## src/rtl/pairsum_product_seq.sv

```systemverilog
// Sequential product of the first k pair sums (a_i + b_i), one multiply per clock.
// The operand bundle and the result each use a valid/ready handshake.
`timescale 1ns/1ps

module pairsum_product_seq #(
  parameter  int W  = 8,
  parameter  int N  = 3,
  localparam int LW = $clog2(N + 1),
  localparam int PW = N * (W + 1)
) (
  input  logic            clk,
  input  logic            rst,
  input  logic            in_valid,
  output logic            in_ready,
  input  logic [N*W-1:0]  a_bus,
  input  logic [N*W-1:0]  b_bus,
  input  logic [LW-1:0]   len,
  output logic            out_valid,
  input  logic            out_ready,
  output logic [PW-1:0]   out_data,
  output logic            len_err
);

  typedef enum logic [1:0] {IDLE, MUL, DONE} state_t;

  state_t        state_q;
  logic [W:0]    sum_q [N];
  logic [LW-1:0] k_q;
  logic [LW-1:0] idx_q;
  logic [PW-1:0] acc_q;
  logic [PW-1:0] out_data_q;
  logic          out_valid_q;
  logic          len_err_q;

  logic [W:0]    sum_d [N];
  logic [LW-1:0] k_d;
  logic          len_err_d;
  logic [LW:0]   len_ext;
  logic [PW-1:0] mul_op;
  logic [PW-1:0] acc_d;
  logic          last_step;

  // Accept-side decode: full-width pair sums and the clamped multiply count.
  always_comb begin
    // NOTE: every output of this block gets a default first, so no path can infer a latch.
    k_d       = len;
    len_err_d = 1'b0;
    len_ext   = {1'b0, len};
    for (int i = 0; i < N; i++) begin
      sum_d[i] = {1'b0, a_bus[i*W +: W]} + {1'b0, b_bus[i*W +: W]};
    end
    if (len == '0) begin
      k_d       = LW'(1);
      len_err_d = 1'b1;
    end else if (len_ext > (LW + 1)'(N)) begin
      k_d       = LW'(N);
      len_err_d = 1'b1;
    end
  end

  // Operand selection by index; a mux avoids indexing past N-1 when N is not a power of two.
  always_comb begin
    mul_op = '0;
    for (int i = 0; i < N; i++) begin
      if (idx_q == LW'(i)) mul_op = PW'(sum_q[i]);
    end
    acc_d     = acc_q * mul_op;
    last_step = (idx_q == k_q - LW'(1));
  end

  assign in_ready  = (state_q == IDLE) && !rst;
  assign out_valid = out_valid_q;
  assign out_data  = out_data_q;
  assign len_err   = len_err_q;

  always_ff @(posedge clk) begin
    // NOTE: sequential state uses non-blocking assignments so every register samples pre-edge values.
    if (rst) begin
      state_q     <= IDLE;
      k_q         <= '0;
      idx_q       <= '0;
      acc_q       <= '0;
      out_data_q  <= '0;
      out_valid_q <= 1'b0;
      len_err_q   <= 1'b0;
    end else begin
      case (state_q)
        IDLE: begin
          if (in_valid) begin
            // NOTE: sum_q is left out of reset; it is always written on accept before any read.
            sum_q     <= sum_d;
            k_q       <= k_d;
            len_err_q <= len_err_d;
            acc_q     <= PW'(sum_d[0]);
            idx_q     <= LW'(1);
            if (k_d == LW'(1)) begin
              state_q     <= DONE;
              out_valid_q <= 1'b1;
              out_data_q  <= PW'(sum_d[0]);
            end else begin
              state_q <= MUL;
            end
          end
        end
        MUL: begin
          acc_q <= acc_d;
          idx_q <= idx_q + LW'(1);
          if (last_step) begin
            state_q     <= DONE;
            out_valid_q <= 1'b1;
            out_data_q  <= acc_d;
          end
        end
        DONE: begin
          if (out_ready) begin
            state_q     <= IDLE;
            out_valid_q <= 1'b0;
          end
        end
        default: state_q <= IDLE;
      endcase
    end
  end

endmodule

```

## config.mk

```make
export PLATFORM = sky130hd
export DESIGN_NAME = pairsum_product_seq
export DESIGN_NICKNAME = d
export VERILOG_FILES = /design/src/rtl/pairsum_product_seq.sv
export SDC_FILE = /design/constraint.sdc
export NUM_CORES = 1
export LEC_CHECK = 0
export ABC_AREA = 0
export BUFFER_PORTS_ARGS = -buffer_cell sky130_fd_sc_hd__buf_2
export CAP_MARGIN = 20
export CORE_ASPECT_RATIO = 2
export CORE_MARGIN = 4
export CORE_UTILIZATION = 60
export CTS_CLUSTER_SIZE = 40
export DETAILED_ROUTE_END_ITERATION = 10
export PLACE_DENSITY = 0.82
export SYNTH_ARGS = -nofsm -noshare
export SYNTH_HDL_FRONTEND = slang
export SYNTH_SLANG_ARGS = --single-unit
```

## constraint.sdc

```tcl
create_clock -name clk -period 8.6 [get_ports clk]
set_clock_uncertainty 0.2 [all_clocks]
set_input_delay 0.43 -clock clk [delete_from_list [all_inputs] [get_ports clk]]
set_output_delay 0.43 -clock clk [all_outputs]
set_load 0.005 [all_outputs]
```

==> results_dict.tcl <==
set metrics [dict create \
    firstDrtPassIters 5 \
    synth_edf_count 27 \
    clock_path_buffers 2 \
    rrSetupSlack_ns 1.18 \
    io_buffers 83 \
    wl_per_cell_um 18.37 \
    wirelength_um 27050 \
    antenna_found_initial 0 \
    cpPeakStageDelay_ns 0.70 \
    synthSimpleGateAreaFrac 0.1656 \
    maxCapViolCount 0 \
    ys_seq_area_frac 0.1884 \
    grt_max_degree 46 \
    synth_nets 1496 \
    async_flop_share 0 \
    worstSetupPathType "flop to flop" \
    dp_hpwl_um 21820 \
    synthMuxAreaShare 0.003675 \
    postSynthCellCount 1190 \
    hold_viol_final 0 \
    die_area_mm2 0.02051 \
    reg2reg_to "out_data[19]$_SDFFE_PP0P_" \
    power.switching_uw 851.2 \
    grt.total_usage 0.2826 \
    cts.clk_slew.worst_paths_ns 0.06 \
    cts_sinks 89 \
    clk_latency_ns 0.36 \
    die_width_um 103.3 \
    antenna_left 0 \
    fin_area_mm2 0.01181 \
    cts_setup_buffers 0 \
    min_period_over_period 0.8630 \
    drc 0 \
    dpl_cell_area_mm2 0.01148 \
    diodes 0 \
    cts_hold_buf 0 \
    worst-r2r-cell-count 24 \
    ys_types 57 \
    vias 8492 \
    pwr-share-comb 0.527 \
    p_leak_uw 0.006106 \
    syn-cell-area_mm2 0.01089 \
    start_kind "flop" \
    cp_cell_sequence "inv_1 -> ha_1 -> nor2b_4 -> a22oi_1 -> o21ai_2 -> and2_1 -> fa_1 -> fa_1 -> fa_1 -> ha_1 -> ha_1 -> inv_1 -> fa_1 -> inv_1 -> ha_1 -> nor2b_2 -> o21ai_2 -> a21oi_1 -> o41a_2 -> a31o_2 -> o41a_1 -> xor2_1 -> nand2_1 -> o21ai_1" \
    cts_tree "yes" \
    grt_pass1_wl_um 44020 \
    cts-resized-gates 0 \
    slew_viol_final 0 \
    arrival_ns 7.49 \
    holdPathStages 2 \
    grt-ovfl-total 0 \
    avgSynthCellArea_um2 9.155 \
    fp-row-count 69 \
    tightest_slew_ns 1.041 \
    critPathMaxFanout 21 \
    h-tree-depth 3 \
    mostFrequentLayoutCells "inv_1, and2_1, fa_1" \
    fin_crit_ns 7.422 \
    maxSlewHeadroom 0.3062 \
    start_util 0.6126 \
    cts-root-buf "clkbuf_16" \
    critPathRequiredTime_ns 8.67 \
    critPathSlowestCell "o21ai_2" \
    areaGrowthSynthToFinish_pct 8.395 \
    holdCritStartpoint "out_ready" \
    synth_xor_area_frac 0.04376 \
    critPathCaptureType "flop" \
    drt_iter0_markers 416 \
    io_pins 84 \
    vias_per_cell 5.769 \
    holdCritPathClass "input port to flop" \
    p_clk_frac 0.204 \
    synth-adder-area-share 0.3900 \
    fmaxAchievable_mhz 134.7 \
    hold_end "out_valid$_SDFFE_PP0P_" \
    powerDensity_mw_per_mm2 164.9 \
    gp_congestion 0.9600 \
    cts_made_buffers 9 \
    synth_top_family_by_area "adder cells" \
    status "completed" \
    mostFrequentLayoutCell "inv_1" \
    ys.flop_type "dfxtp_1" \
    die_h_um 198.6 \
    synth_compound_area_frac 0.1108 \
    ys_ff_latch 89 \
    nets 1560 \
    yosys_warnings 0 \
    r2r-start "idx_q[1]$_SDFFE_PP0P_" \
    power_frac_seq 0.270 \
    drive_above_1_share 0.1041 \
    peakVddDrop_uv 182.3 \
    p_sw_frac 0.4371 \
    core_mm2 0.01778 \
    finalSetupTns_ns 0 \
    rsz0062_at_grt "no" \
    grt_pass1_vias 9211 \
    finalSetupViolations 0 \
    p_int_uw 1096 \
]
[synthesized netlist by cell type, types with 10 or more instances]
cell type / n / share of area
xnor2_1: 36 / 0.029
fa_1: 146 / 0.27
o21ai_0: 24 / 0.011
edfxtp_1: 27 / 0.074
nand2_1: 74 / 0.025
a211oi_1: 14 / 0.0096
a21oi_1: 48 / 0.022
and2_1: 176 / 0.10
a21o_1: 17 / 0.012
xor2_1: 14 / 0.011
clkbuf_1: 30 / 0.010
inv_1: 238 / 0.082
dfxtp_1: 62 / 0.11
nor2_1: 60 / 0.021
a22oi_1: 10 / 0.0069
ha_1: 106 / 0.12
[state kept, by name (all words and copies together) (netlist names)]
signal,count
sum_q,27
out_data,27
state_q,2
acc_q,27
idx_q,2
len_err,1
k_q,2
out_valid,1
[per-layer routing]
layer / global-route usage / routed length [um] / vias to the layer above
met2: 0.5189 / 14980 / 322
met5: 0 / 0 / -
li1: - / - / 3855
met1: 0.2808 / 8638 / 4186
met3: 0.03580 / 1275 / 129
met4: 0.2008 / 2156 / 0
[power by group through the flow]
stage / Clock (uW) / Sequential, uW / Combinational (uW)
after global placement: 0 / 532 / 978
after floorplan: 0 / 505 / 738
after CTS: 398 / 524 / 1020
final: 397 / 525 / 1030
after global routing: 416 / 528 / 1150
after detailed placement: 0 / 533 / 1020
[final cells by class]
| type | count | area (um^2) |
|---|---|---|
| clock buffer | 10 | 229.0 |
| clock inverter | 6 | 67.56 |
| fill | 1391 | 5976 |
| inverter | 238 | 893.4 |
| multi-input combinational | 823 | 7790 |
| sequential | 89 | 2052 |
| tap | 213 | 266.5 |
| timing repair buffer | 93 | 510.5 |
[kinds of logic after synthesis]
logic type / count (synthesis)
simple gates: 341
flops: 89
compound gates: 174
xor+xnor: 52
buf+inv: 278
mux: 4
fa+ha+maj: 252
[how the worst max path moves through the flow]
stage / start / end / slack, ns / cells after the start
after floorplan: idx_q[1]$_SDFFE_PP0P_ / out_data[19]$_SDFFE_PP0P_ / 2.22 / 25
after global placement: idx_q[1]$_SDFFE_PP0P_ / out_data[19]$_SDFFE_PP0P_ / 1.34 / 24
after detailed placement: idx_q[1]$_SDFFE_PP0P_ / out_data[19]$_SDFFE_PP0P_ / 1.20 / 24
after CTS: idx_q[1]$_SDFFE_PP0P_ / out_data[19]$_SDFFE_PP0P_ / 1.17 / 24
after global routing: idx_q[1]$_SDFFE_PP0P_ / out_data[19]$_SDFFE_PP0P_ / 0.85 / 24
final: idx_q[1]$_SDFFE_PP0P_ / out_data[19]$_SDFFE_PP0P_ / 1.18 / 24
[critical path: cells and delay by family, from the launching register on]
kind | cells | cell delay (ns)
AOI/OAI and AO/OA | 8 | 2.30
xor gates and xnor gates | 1 | 0.21
adders and majority gates | 8 | 3.26
buffers and inverters | 3 | 0.19
DFF | 1 | 0.39
and+or+nand+nor | 4 | 0.81
[per-stage QoR]
stage | setup slack [ns] | instances | power [uW] | util | hold slack [ns]
floorplan | 2.218 | 1190 | 1243 | - | 0.2411
global placement | 1.343 | 1455 | 1510 | 0.6458 | 0.2380
detailed placement | 1.200 | 1455 | 1549 | 0.6458 | 0.2507
CTS | 1.170 | 1471 | 1946 | 0.6624 | 0.09644
global route | 0.8505 | 1472 | 2097 | 0.6640 | 0.1298
finish | 1.178 | 1472 | 1947 | 0.6640 | 0.1051
No activity file was read; power rests on OpenSTA's default activity.
